$ cat src/rtl/id_ex_stage.sv
// ID/EX pipeline register for the 5-stage RV32I core: captures decoded control
// and operands, owns the load-use interlock, applies EX flush, counts bubbles.
module id_ex_stage #(
  parameter int XLEN  = 32,
  parameter int CNT_W = 16
) (
  input  logic             clk,
  input  logic             rst_n,
  input  logic             valid_d,
  input  logic [3:0]       alu_ctrl_d,
  input  logic [2:0]       result_src_d,
  input  logic [1:0]       store_src_d,
  input  logic             mem_write_d,
  input  logic             alu_src_d,
  input  logic             reg_write_d,
  input  logic             branch_d,
  input  logic             jump_d,
  input  logic             op3_d,
  input  logic             op5_d,
  input  logic             is_load_d,
  input  logic [2:0]       funct3_d,
  input  logic [4:0]       rs1_d,
  input  logic [4:0]       rs2_d,
  input  logic [4:0]       rd_d,
  input  logic [XLEN-1:0]  pc_d,
  input  logic [XLEN-1:0]  pc4_d,
  input  logic [XLEN-1:0]  rd1_d,
  input  logic [XLEN-1:0]  rd2_d,
  input  logic [XLEN-1:0]  imm_d,
  input  logic             flush_e,
  input  logic             hold,
  output logic             stall_f,
  output logic             stall_d,
  output logic             valid_e,
  output logic [3:0]       alu_ctrl_e,
  output logic [2:0]       result_src_e,
  output logic [1:0]       store_src_e,
  output logic             mem_write_e,
  output logic             alu_src_e,
  output logic             reg_write_e,
  output logic             branch_e,
  output logic             jump_e,
  output logic             op3_e,
  output logic             op5_e,
  output logic             is_load_e,
  output logic [2:0]       funct3_e,
  output logic [4:0]       rs1_e,
  output logic [4:0]       rs2_e,
  output logic [4:0]       rd_e,
  output logic [XLEN-1:0]  pc_e,
  output logic [XLEN-1:0]  pc4_e,
  output logic [XLEN-1:0]  rd1_e,
  output logic [XLEN-1:0]  rd2_e,
  output logic [XLEN-1:0]  imm_e,
  output logic [CNT_W-1:0] bubble_cnt
);

  typedef struct packed {
    logic [3:0] alu_ctrl;
    logic [2:0] result_src;
    logic [1:0] store_src;
    logic       mem_write;
    logic       alu_src;
    logic       reg_write;
    logic       branch;
    logic       jump;
    logic       op3;
    logic       op5;
    logic       is_load;
  } ctrl_t;

  typedef struct packed {
    logic [2:0]      funct3;
    logic [4:0]      rs1;
    logic [4:0]      rs2;
    logic [4:0]      rd;
    logic [XLEN-1:0] pc;
    logic [XLEN-1:0] pc4;
    logic [XLEN-1:0] rd1;
    logic [XLEN-1:0] rd2;
    logic [XLEN-1:0] imm;
  } data_t;

  ctrl_t            ctrl_in, ctrl_q, ctrl_d;
  data_t            data_in, data_q, data_d;
  logic             vld_q, vld_d;
  logic [CNT_W-1:0] cnt_q, cnt_d;
  logic             lu;

  // An invalid decode slot carries no side effects: its control word is zeroed.
  always_comb begin
    ctrl_in = '0;
    if (valid_d) begin
      ctrl_in.alu_ctrl   = alu_ctrl_d;
      ctrl_in.result_src = result_src_d;
      ctrl_in.store_src  = store_src_d;
      ctrl_in.mem_write  = mem_write_d;
      ctrl_in.alu_src    = alu_src_d;
      ctrl_in.reg_write  = reg_write_d;
      ctrl_in.branch     = branch_d;
      ctrl_in.jump       = jump_d;
      ctrl_in.op3        = op3_d;
      ctrl_in.op5        = op5_d;
      ctrl_in.is_load    = is_load_d;
    end
  end

  always_comb begin
    data_in        = '0;
    data_in.funct3 = funct3_d;
    data_in.rs1    = rs1_d;
    data_in.rs2    = rs2_d;
    data_in.rd     = rd_d;
    data_in.pc     = pc_d;
    data_in.pc4    = pc4_d;
    data_in.rd1    = rd1_d;
    data_in.rd2    = rd2_d;
    data_in.imm    = imm_d;
  end

  // Conservative match on both source indices; x0 destinations never interlock.
  always_comb begin
    lu = vld_q & ctrl_q.is_load & (data_q.rd != 5'd0) & valid_d &
         ((data_q.rd == rs1_d) | (data_q.rd == rs2_d));
  end

  assign stall_f = lu & ~flush_e;
  assign stall_d = lu & ~flush_e;

  always_comb begin
    ctrl_d = ctrl_q;
    data_d = data_q;
    vld_d  = vld_q;
    cnt_d  = cnt_q;
    if (hold) begin
      // everything frozen; a pending flush is re-asserted by EX later
    end else if (flush_e) begin
      ctrl_d = '0;
      data_d = '0;
      vld_d  = 1'b0;
    end else if (lu) begin
      ctrl_d = '0;
      data_d = '0;
      vld_d  = 1'b0;
      if (cnt_q != {CNT_W{1'b1}}) cnt_d = cnt_q + CNT_W'(1);
    end else begin
      ctrl_d = ctrl_in;
      data_d = data_in;
      vld_d  = valid_d;
    end
  end

  always_ff @(posedge clk or negedge rst_n) begin
    if (!rst_n) begin
      ctrl_q <= '0;
      data_q <= '0;
      vld_q  <= 1'b0;
      cnt_q  <= '0;
    end else begin
      ctrl_q <= ctrl_d;
      data_q <= data_d;
      vld_q  <= vld_d;
      cnt_q  <= cnt_d;
    end
  end

  assign valid_e      = vld_q;
  assign alu_ctrl_e   = ctrl_q.alu_ctrl;
  assign result_src_e = ctrl_q.result_src;
  assign store_src_e  = ctrl_q.store_src;
  assign mem_write_e  = ctrl_q.mem_write;
  assign alu_src_e    = ctrl_q.alu_src;
  assign reg_write_e  = ctrl_q.reg_write;
  assign branch_e     = ctrl_q.branch;
  assign jump_e       = ctrl_q.jump;
  assign op3_e        = ctrl_q.op3;
  assign op5_e        = ctrl_q.op5;
  assign is_load_e    = ctrl_q.is_load;
  assign funct3_e     = data_q.funct3;
  assign rs1_e        = data_q.rs1;
  assign rs2_e        = data_q.rs2;
  assign rd_e         = data_q.rd;
  assign pc_e         = data_q.pc;
  assign pc4_e        = data_q.pc4;
  assign rd1_e        = data_q.rd1;
  assign rd2_e        = data_q.rd2;
  assign imm_e        = data_q.imm;
  assign bubble_cnt   = cnt_q;

endmodule

$ cat config.mk
export PLATFORM = sky130hd
export DESIGN_NAME = id_ex_stage
export DESIGN_NICKNAME = d
export VERILOG_FILES = /design/src/rtl/id_ex_stage.sv
export SDC_FILE = /design/constraint.sdc
export NUM_CORES = 1
export LEC_CHECK = 0
export ABC_CLOCK_PERIOD_IN_PS = 2150
export CORE_AREA = 2 2 163 165
export DETAILED_ROUTE_END_ITERATION = 7
export DIE_AREA = 0 0 165 167
export PLACE_DENSITY = 0.74
export SLEW_MARGIN = 5
export SYNTH_ARGS = -nofsm -noshare
export SYNTH_HDL_FRONTEND = slang
export SYNTH_SLANG_ARGS = --single-unit
export TNS_END_PERCENT = 10
$ cat constraint.sdc
create_clock -name clk -period 2.15 [get_ports clk]
set_input_delay 0.215 -clock clk [delete_from_list [all_inputs] [get_ports clk]]
set_output_delay 0.215 -clock clk [all_outputs]
set_load 0.02 [all_outputs]
==> out/qor.txt <==
Status: finished, violations left
Violated checks: negative setup slack
GRT Resource Usage Total: 17.4%
Post-route DRC: 0
Die Y: 167 um
Largest net degree at the start of global routing: 137
Clk pin slew, worst setup/hold paths: 0.06 ns
Hold path depth: 4
Max Freq: 464 MHz
H-Tree Depth: 1
Synth warn: 0
Vias per Instance: 4.92
Syn_area_per_cell: 14.5 um^2
Flop pwr share: 40.6%
First-pass GRT wire length: 37.8 mm
HPWL Detailed: 17.6 mm
Final hold viol count: 0
Critical path launch point type: flop
WL final: 26.6 mm
Unique masters post-synth: 28
Vias: 6,484
R2R cell count: 7
Clk_skew: 0.00784 ns
Final core occ: 52.7%
Port Buffers: 413
Worst-path fanout max: 19
CTS tree: built
Switching pwr: 2.79 mW
Sequential share of the synthesized area: 67.8%
Final worst path period share: 100%
R2R Path Start: rd_e[2]
Slew Viols, Final: 0
Synth Cell Area: 7820 um^2
Routed len/inst: 20.2 um
Peak supply drop: 0.000611 V
Startpoint of the worst hold path: hold
Area Growth Syn to Fin: 73.6%
Setup WS post-layout: -0.00681 ns
CP Class: reg2reg
Core area: 25,800 um^2
TritonCTS Buffers: 24
Placed insts: 1,263
Slew margin rel.: 55.6%
Fillers: 2,169
Logic pwr share: 18.3%
Int Power: 8.14 mW
Worst skew pair latency: 0.51 ns
RSZ-0062 raised after global routing: true
Die Footprint: 27,600 um^2
Clock network power share: 41.1%
Final Cell Area: 13,600 um^2
Sw frac: 25.5%
# setup viols final: 3
Iteration-0 DRC Markers: 353
Row count: 59
Pwr dens: 805 nW/um^2
Hold WC Path Type: in2reg
Initial Utilization: 30.4%
Crit. End Element: flop
Worst Path Arrival: 2.60 ns
GRT Residual Overflow: 0
Share of cells above drive strength 1: 10.1%
Hold WS: 0.0562 ns
Die width: 165 um
Slew @ Worst Pin: 0.666 ns
Non-filler cells, final: 1,318
Post-Syn Nets: 739
Area after DPL: 12,400 um^2
R2r setup slk: -0.007 ns
CP required: 2.59 ns
Top Ports: 414
Nets@finish: 1,166
Maximum capacitance violations: 0
Clock sinks: 212
Pleak: 5.92 nW
Initial DRT Pass Iterations: 7
Min-Delay Endpoint: bubble_cnt[2]
# diodes: 0
Worst R2R End: imm_e[1]
Vias in the first global route: 6,635
Buffer depth of the longest clock path: 3
Initial antenna violation count: 1
Seq cells post-synth: 212
Gp weighted congestion: 0.786
Final ANT Viol Nets: 0
Fin crit period: 2.16 ns
CTS root buf: clkbuf_16
Syn Inst Count: 538
-- synthesized netlist by cell type --
cell      instances  area [um^2]
a21oi_2           1         8.76
or4_1             1         7.51
nand2_1           7         26.3
buf_4            15          113
and3_1            4         25.0
nand4b_1          1         8.76
a31oi_1           1         6.26
o21a_1            1         7.51
nand3_1          14         70.1
o22ai_2           1         12.5
nor2_1            9         33.8
ha_1              1         12.5
xnor2_1          25          219
nand4_1           7         43.8
clkbuf_1         23         86.3
dfrtp_1         212         5310
or2_2             1         6.26
a211oi_1          1         7.51
buf_2             7         35.0
a21oi_4           1         16.3
inv_1             3         11.3
nand3b_1          2         15.0
mux2_2            1         11.3
a21o_1            1         7.51
a22o_1          195         1710
o21ai_0           1         5.00
nor4_1            1         6.26
nor3_1            1         5.00
-- state kept, by name, summed over array words and instances, names as in the netlist, 4 cells and up --
signal      flops
rd2_e          32
pc_e           32
rs1_e           5
alu_ctrl_e      4
pc4_e          32
rd_e            5
rs2_e           5
imm_e          32
rd1_e          32
bubble_cnt     16
-- stage by stage --
stage          power [mW]  setup TNS, ns  worst slack (ns)
3_3_place_gp         6.40         -20.72            -0.217
5_1_grt              11.4          -7.28           -0.0847
6_report             10.9        -0.0126          -0.00681
4_1_cts              11.0          -5.29           -0.0816
3_5_place_dp         6.43         -21.12            -0.205
2_1_floorplan        5.24              0            0.0265
-- how the worst max path moves through the flow --
stage / to / cells after the start / slack (ns) / start
after floorplan: stall_f / 7 / 0.03 / rd_e[0]
after global placement: stall_f / 7 / -0.22 / rs1_d[4]
after detailed placement: store_src_e[0] / 7 / -0.20 / rs1_d[4]
after CTS: stall_f / 5 / -0.08 / rd_e[1]
after global routing: rd2_e[29] / 7 / -0.08 / rd_e[2]
final: imm_e[1] / 7 / -0.007 / rd_e[2]
-- cell usage in the layout (no fill, tap or decap), types with 6 or more instances in the layout --
cell and instances:
a22o_1 195, buf_12 6, buf_4 15, buf_6 8, clkbuf_16 28, clkdlybuf4s50_1 409
dfrtp_1 211, nand3_1 12, nand4_1 7, nor2_1 8, xnor2_1 19
-- power by group through the flow --
stage	Combinational [mW]	Sequential (mW)	Clock, mW
6_report	2.00	4.44	4.49
4_1_cts	1.95	4.44	4.62
2_1_floorplan	0.404	4.84	0
3_3_place_gp	1.91	4.50	0
5_1_grt	2.12	4.47	4.77
3_5_place_dp	1.93	4.50	0
-- cells by family (layout without fill, tap and decap cells) --
family	after synthesis	in the layout	synth area share (%)
simple gates	48	48	3.17
compound gates	203	203	22.8
mux	1	1	0.144
fa+ha+maj	1	1	0.160
buf+inv	48	493	3.14
xor+xnor	25	25	2.80
flops	212	212	67.8
-- what timing repair did --
| action | 4_1_cts | 5_1_grt |
|---|---|---|
| hold buffers | 1 | 0 |
| pin swaps | 101 | 36 |
| setup endpoints to repair | 55 | 164 |
| resized for setup | 12 | 37 |
| endpoints found under the hold margin | 47 | 0 |
| gates cloned | 0 | 6 |
| setup buffers | 2 | 2 |
-- worst max-delay path, cell delays in order (launching register included) --
cell and delay [ns]:
dfrtp_1 0.40, or4_4 0.55, o21a_4 0.22, buf_4 0.16, a21oi_4 0.19, buf_12 0.19, clkbuf_16 0.21, a22o_1 0.15
-- per-layer routing --
layer  global-route usage [%]  share of wire, %  wire, um  up-vias
met1                     20.8                39     10300     3243
met5                        0             0.026         7        -
li1                         -                 -         -     2906
met3                     5.26               8.2      2170       49
met2                     29.6                50     13400      284
met4                     5.78               2.6       688        2
-- area by class of cell --
class                   instances  area (um^2)  share of cell area [%]
repair buffers                446         4570                    33.7
multi-input cells             278         2390                    17.6
clock inverters                17          239                    1.76
well taps                     335          419                    3.09
clock buffers                  27          643                    4.74
inverters                       3         11.3                  0.0829
flip-flops and latches        212         5310                    39.1
Power figures use the tool's default switching activity.
